$ cat config.mk
export PLATFORM = sky130hd
export DESIGN_NAME = fetch_stage
export DESIGN_NICKNAME = d
export VERILOG_FILES = /design/src/rtl/mips_pkg.sv /design/src/rtl/ifid_hold_buf.sv /design/src/rtl/fetch_stage.sv
export SDC_FILE = /design/constraint.sdc
export NUM_CORES = 1
export LEC_CHECK = 0
export ABC_CLOCK_PERIOD_IN_PS = 5390
export CAP_MARGIN = 10
export CORE_MARGIN = 1.5
export CORE_UTILIZATION = 48
export CTS_CLUSTER_SIZE = 12
export DETAILED_ROUTE_END_ITERATION = 16
export PLACE_DENSITY = 0.86
export REMOVE_ABC_BUFFERS = 1
export SETUP_SLACK_MARGIN = 0.4
export SLEW_MARGIN = 5
export SYNTH_ARGS = -nofsm -noshare
export SYNTH_HDL_FRONTEND = slang
export SYNTH_SLANG_ARGS = --single-unit
$ cat constraint.sdc
create_clock -name clk -period 5.39 [get_ports clk]
set_clock_uncertainty 0.15 [all_clocks]
set_input_delay 0.539 -clock clk [delete_from_list [all_inputs] [get_ports clk]]
set_output_delay 0.539 -clock clk [all_outputs]
set_load 0.005 [all_outputs]
$ cat src/rtl/mips_pkg.sv
// Shared MIPS pipeline definitions: reset constants, instruction field
// positions and the IF/ID state encoding.
package mips_pkg;

  localparam logic [31:0] NOP_INSTR        = 32'h0000_0000;  // sll $0,$0,0
  localparam logic [31:0] RESET_PC_DEFAULT = 32'h0000_0000;

  localparam int RS_MSB = 25;
  localparam int RS_LSB = 21;
  localparam int RT_MSB = 20;
  localparam int RT_LSB = 16;

  typedef enum logic [1:0] {
    PRIME = 2'd0,  // memory has not returned data yet
    RUN   = 2'd1,  // decode sees the memory read data
    HOLD  = 2'd2   // decode sees the hold register
  } fetch_state_t;

  // One decode-stage slot: the instruction word and whether it is real.
  typedef struct packed {
    logic [31:0] instr;
    logic        valid;
  } ifid_t;

endpackage

$ cat src/rtl/ifid_hold_buf.sv
// IF/ID boundary buffer. The instruction memory already registers its
// read data, so in RUN the decode slot is the memory output itself. A hold
// register only captures the slot when decode stalls, and a one-cycle
// squash flag turns the wrong-path word after a taken branch into a bubble.
module ifid_hold_buf
  import mips_pkg::*;
#(
  parameter logic [31:0] NOP = NOP_INSTR
) (
  input  logic        clk,
  input  logic        reset,
  input  logic [31:0] imem_rdata,
  input  logic        stallD,
  input  logic        squash,
  output logic [31:0] instrD,
  output logic        validD
);

  fetch_state_t state_q, state_d;
  ifid_t        hold_q;
  ifid_t        cur;
  logic         squash_q;

  // State, hold register and squash flag; reset discards any hold/squash.
  always_ff @(posedge clk) begin
    if (reset) begin
      state_q        <= PRIME;
      hold_q.instr   <= NOP;
      hold_q.valid   <= 1'b0;
      squash_q       <= 1'b0;
    end else begin
      state_q  <= state_d;
      // Squash only applies to the word arriving next cycle; the caller
      // already gates it with ~stallD, so it never lands on a HOLD entry.
      squash_q <= squash;
      // Capture exactly what decode sees now, including a squashed bubble.
      if (state_q == RUN && stallD) hold_q <= cur;
    end
  end

  // Next state and decode-slot source; depends only on registered state
  // and the memory output, except the stall-driven state transition.
  always_comb begin
    state_d   = state_q;
    cur.instr = NOP;
    cur.valid = 1'b0;
    case (state_q)
      PRIME: begin
        state_d = RUN;
      end
      RUN: begin
        if (!squash_q) begin
          cur.instr = imem_rdata;
          cur.valid = 1'b1;
        end
        if (stallD) state_d = HOLD;
      end
      HOLD: begin
        cur = hold_q;
        // The PC was frozen during the stall, so memory is already reading
        // the word that follows the held one.
        if (!stallD) state_d = RUN;
      end
      default: begin
        state_d = PRIME;
      end
    endcase
  end

  assign instrD = cur.instr;
  assign validD = cur.valid;

endmodule

$ cat src/rtl/fetch_stage.sv
// Instruction fetch stage with IF/ID boundary: PC register, synchronous
// instruction memory address, decode-stage instruction, PC+4 and the
// register specifiers the hazard unit needs.
module fetch_stage
  import mips_pkg::*;
#(
  parameter logic [31:0] RESET_PC = RESET_PC_DEFAULT,
  parameter logic [31:0] NOP      = NOP_INSTR
) (
  input  logic        clk,
  input  logic        reset,
  input  logic        stallF,
  input  logic        stallD,
  input  logic        pcsrcD,
  input  logic [31:0] pcbranchD,
  output logic [31:0] imem_addrF,
  input  logic [31:0] imem_rdata,
  output logic [31:0] pcF,
  output logic [31:0] instrD,
  output logic [31:0] pcplus4D,
  output logic        validD,
  output logic [4:0]  rsD,
  output logic [4:0]  rtD
);

  logic [31:0] pc_q;
  logic [31:0] pcplus4_q;
  logic [31:0] pc_inc;

  // Wraps modulo 2^32 by width.
  assign pc_inc = pc_q + 32'd4;

  // PC update: reset, then stall, then taken branch, then sequential.
  always_ff @(posedge clk) begin
    if (reset)       pc_q <= RESET_PC;
    else if (stallF) pc_q <= pc_q;
    else if (pcsrcD) pc_q <= pcbranchD;
    else             pc_q <= pc_inc;
  end

  // PC+4 travels with the word fetched this cycle into decode.
  always_ff @(posedge clk) begin
    if (reset)        pcplus4_q <= 32'd0;
    else if (!stallD) pcplus4_q <= pc_inc;
  end

  ifid_hold_buf #(
    .NOP (NOP)
  ) u_ifid (
    .clk        (clk),
    .reset      (reset),
    .imem_rdata (imem_rdata),
    .stallD     (stallD),
    .squash     (pcsrcD & ~stallD),
    .instrD     (instrD),
    .validD     (validD)
  );

  assign imem_addrF = pc_q;
  assign pcF        = pc_q;
  assign pcplus4D   = pcplus4_q;
  assign rsD        = instrD[RS_MSB:RS_LSB];
  assign rtD        = instrD[RT_MSB:RT_LSB];

endmodule

[Yosys cells after proc, flatten, opt, wreduce, memory -nomap -nowiden]
Cells that the tools add are included.
W data, S select, Z words.
Storage, ports and cells
  register bits: 100
  bits of input ports: 69
  logic and storage cells: 22
Cells by class
  add/sub/neg operators: 1
  equality and inequality tests: 4
  multiplexer cells: 6
  bitwise logic cells: 2
  reductions and logical operators: 3
Operators by type and width (number)
  $pmux W33 S2: 1
  $mux W33: 1
  $add A32 B3 Y32 const B: 1
  $mux W32: 1
  $pmux W2 S3: 1
  $mux W2: 2
  $ne A2 B2 Y1 const B: 2
  $eq A2 B1 Y1 const B: 1
  $eq A2 B2 Y1 const B: 1
  $logic_not A2 Y1: 1
  $reduce_and A2 Y1: 1
  $and A1 B1 Y1: 1
  $logic_and A1 B1 Y1: 1
  $not A1 Y1: 1

[Depth between registers and ports, before layout]
  depth in word-level cells: 3
  mapped depth: 9
  mapped depth without buffers: 7

[Hierarchy]
From an unflattened synthesis, not the netlist that was laid out.
Unflattened totals
  cell total of the unflattened synthesis: 673
  area total of the unflattened synthesis: 5801.8 um^2
By module, submodules not included
  fetch_stage: instances 1, cells each 493, area an instance 3938.8 um^2, sequential area each 1281.2 um^2
  ifid_hold_buf: instances 1, cells each 180, area an instance 1863.0 um^2, sequential area each 720.7 um^2

[Worst setup path after synthesis]
Ideal clock, no wire load.
  path kind: register to register
  start point: register pc_q[6], in the netlist imem_addrF[6]
  end point: register pc_q[25], in the netlist imem_addrF[25]
  setup time: 96 ps
  arrival: 2151 ps
  setup slack: 2993 ps
  stages on the path, launching flop included: 7
  period minus slack after synthesis: 2397 ps
  path through: dfxtp_1 clkbuf_2 nand3_2 or4_4 or3_4 or3_1 o311ai_1
On the way
  cells in the longest elaborated chain, start to end: 2
Ends and longest elaborated chain
  start: declaration: line fetch_stage.sv:26  | logic [31:0] pc_q;
  start signal: assignment: line fetch_stage.sv:36  | else if (stallF) pc_q <= pc_q;
  start signal: assignment: line fetch_stage.sv:37  | else if (pcsrcD) pc_q <= pcbranchD;
  start signal: assignment: line fetch_stage.sv:38  | else pc_q <= pc_inc;
  $add A32 B3 Y32: line fetch_stage.sv:31  | assign pc_inc = pc_q + 32'd4;
  $mux W32: line fetch_stage.sv:37
No other way between the ends.
A chain may end at the register's enable or synchronous reset.

[Worst setup path in the final report]
  start point: register u_ifid.state_q[1]
  end point: output port instrD[24]
On the way
  cells in the longest elaborated chain, start to end: 2
Ends and longest elaborated chain
  start: declaration: line ifid_hold_buf.sv:19  | fetch_state_t state_q, state_d;
  start signal: assignment: line ifid_hold_buf.sv:32  | state_q <= state_d;
  $eq A2 B2 Y1 / $eq A2 B1 Y1 (equally long branches): line ifid_hold_buf.sv:47  | case (state_q)
  $pmux W33 S2 *: line ifid_hold_buf.sv:47
  end: declaration: line fetch_stage.sv:19  | output logic [31:0] instrD,
Mark *: on every way between the ends. The rest lies on a longest branch, timed or not.

==> out/qor.csv <==
stage,metric,value,unit
grt,grt_pass1_wl,24.7,mm
logic_synthesis,synth_cell_types,52,
cts,clk-insertion-delay-late,0.34,ns
cts,ctsRootBufferMaster,clkbuf_16,
worst_setup_path,path_cells,"inv_1, ha_1, nor2b_4, a22oi_1, nor2b_1, clkdlybuf4s50_1",
cells_and_area,num-nets-final,906,
logic_synthesis,ys_async_sr_fraction,0,
sta,setup_viol,0,
logic_synthesis,ys_seq_elements,100,
logic_synthesis,synth_area,0.00551,mm^2
floorplanning,die_area,0.0121,mm^2
place,place_congestion,0.877,
floorplanning,core_area,0.0110,mm^2
pwr,p_int,1.30,mW
floorplanning,die_height,110,um
routing,wire_per_inst,16.4,um
sta,drv_slew,0,
cts,cts-resized-gates,0,
sta,relSlewSlack,0.235,
worst_setup_path,r2r-start,imem_addrF[2]$_SDFFE_PP0N_,
routing,ant_nets,0,
cells_and_area,final_cells,977,
sta,fmax,0.291,GHz
worst_setup_path,critPathCaptureType,primary output,
routing,drcViolationCount,0,
routing,drt-total-wl,16.0,mm
grt,antenna_found_initial,0,
routing,first_iter_violations,494,
grt,grt_pass1_vias,5161,
logic_synthesis,synthFlopType,dfxtp_1,
place,portBuffers,207,
logic_synthesis,yosysSeqAreaShare,0.363,
logic_synthesis,postSynthCellCount,711,
cells_and_area,antenna_cells,0,
grt,grt_max_degree,92,
pwr,p_leak,2.53,nW
worst_setup_path,crit_type,flip-flop to primary output,
worst_setup_path,crit_required,4.70,ns
cells_and_area,syn2layout_area_growth,36.2,%
run,maxCapViolations,0,
logic_synthesis,synth-edff-count,0,
pwr,p_seq_frac,0.455,
worst_setup_path,critPathLaunch,u_ifid.state_q[1]$_SDFFE_PP0P_,
floorplanning,io_pins,208,
sta,final_hold_viol_count,0,
worst_setup_path,cp_max_fo,33,
floorplanning,row_count,38,
sta,finalCritPeriodShare,0.638,
sta,tightest_slew,1.15,ns
pwr,switching_share,0.267,
place,place_inst,961,
grt,track_usage,0.260,
hold_path,hp-start,u_ifid.hold_q[13]$_SDFFE_PP0P_,
logic_synthesis,ys_warn_count,0,
pwr,p_sw,474,uW
cts,cts.reportedPaths.clkPinSlew,0.06,ns
cells_and_area,drive_gt1_frac,0.0394,
cts,htreeDepth,3,
cts,post_cts_buffers,0,
outcome,status,"finished, final reports clean",
worst_setup_path,critPathSlowestCell,nor2b_4,
cts,cts_buffers,9,
place,hpwl,11.0,mm
pwr,combPwrFrac,0.212,
sta,finalSetupTns,0,ns
pwr,peakVddDrop,144,uV
hold_path,worstHoldPathType,flip-flop to flip-flop,
floorplanning,start_util,0.500,
cells_and_area,final_common_cell,clkdlybuf4s50_1,
cts,cts_sinks,100,
cts,hold_buffers,0,
worst_setup_path,startpoint_type,flip-flop,
floorplanning,die_w,110,um
pwr,power_density,237,mW/mm^2
sta,min_period,3.44,ns
grt,gr-total-overflow,0,
routing,viasPerCell,5.73,
sta,grt_setup_unrepaired,false,
cells_and_area,fill_cells,885,
cells_and_area,most-common-layout-cells,"clkdlybuf4s50_1 (205), dfxtp_1 (100), nand2_1 (95)",
cts,cts_tree,yes,
worst_setup_path,critPathMaxStageDelay,0.71,ns
routing,dr.pass1.iters,5,
pwr,p_clk_frac,0.333,
worst_setup_path,cp.arrival,2.75,ns
pwr,p_total,1.78,mW
logic_synthesis,synth.avg_cell_area,7.75,um^2
cts,clk_path_buf_depth,2,
routing,vias,5601,
-- path summary, 6_finish.rpt --
path	slack, ns	cells past startpoint	to
max	1.95	6	instrD[24]
min	0.31	2	u_ifid.hold_q[13]$_SDFFE_PP0P_
max reg2reg	2.60	6	pcplus4D[26]$_SDFFE_PP0N_
min reg2reg	0.31	2	u_ifid.hold_q[13]$_SDFFE_PP0P_
-- kinds of logic (layout without fill, tap and decap cells) --
logic type,Yosys count,after routing,share of synthesized area
AOI/OAI and AO/OA,173,173,0.200
DFF,100,100,0.363
and+or+nand+nor,278,278,0.242
muxes,19,19,0.0347
buffers and inverters,109,235,0.105
xor gates and xnor gates,27,27,0.0429
adders and majority gates,5,5,0.0114
-- metal layers --
| metal | routed length [um] | vias to the layer above | global-route usage | share of wire |
|---|---|---|---|---|
| met1 | 6480 | 2609 | 0.310 | 0.40 |
| met3 | 1530 | 34 | 0.0570 | 0.096 |
| met5 | 0 | - | 0 | 0 |
| li1 | - | 2679 | - | - |
| met2 | 7650 | 279 | 0.452 | 0.48 |
| met4 | 362 | 0 | 0.108 | 0.023 |
-- final cells by class --
| class | instances | area [um^2] | area share |
|---|---|---|---|
| clock inverters | 1 | 7.51 | 0.00100 |
| clock buffers | 15 | 258 | 0.0343 |
| flip-flops and latches | 100 | 2000 | 0.267 |
| inverters | 8 | 30.0 | 0.00400 |
| well taps | 140 | 175 | 0.0233 |
| multi-input cells | 502 | 2940 | 0.391 |
| repair buffers | 211 | 2090 | 0.279 |
-- stage by stage --
stage	hold WS [ns]	worst slack, ns	utilization	area, um^2
finish	0.307	1.95	0.680	7500
floorplan	0.281	2.49	-	4960
CTS	0.306	1.54	0.680	7500
global placement	0.292	1.97	0.656	7230
detailed placement	0.297	1.90	0.656	7230
global route	0.331	1.73	0.680	7500
-- power by group through the flow --
stage / Clock, mW / Sequential, mW / Combinational, mW
final: 0.592 / 0.808 / 0.376
after global routing: 0.633 / 0.813 / 0.409
after CTS: 0.604 / 0.807 / 0.376
after detailed placement: 0 / 0.823 / 0.374
after global placement: 0 / 0.821 / 0.363
after floorplan: 0 / 0.819 / 0.147
-- state kept, by name, indices dropped and copies added (netlist names) --
name / flops
pcplus4D: 32
u_ifid.state_q: 2
u_ifid.squash_q: 1
u_ifid.hold_q: 33
imem_addrF: 32
-- critical path: cells and delay by family, from the launching register on --
family	cells	cell delay, ns
DFF	1	0.35
and+or+nand+nor	2	0.95
buffers and inverters	2	0.64
AOI/OAI and AO/OA	1	0.17
adders and majority gates	1	0.29
-- Yosys cell counts (all sizes together) (11+ instances only) --
cell	count	area share
a22oi	42	0.057
a21oi	65	0.059
o21ai	16	0.015
nand3	16	0.015
xor2	16	0.025
a211oi	18	0.025
clkbuf	51	0.035
buf	50	0.065
nor2	72	0.049
xnor2	11	0.017
nor2b	35	0.040
dfxtp	100	0.36
nand2	95	0.065
mux2i	18	0.033
No activity file was read; power rests on OpenSTA's default activity.
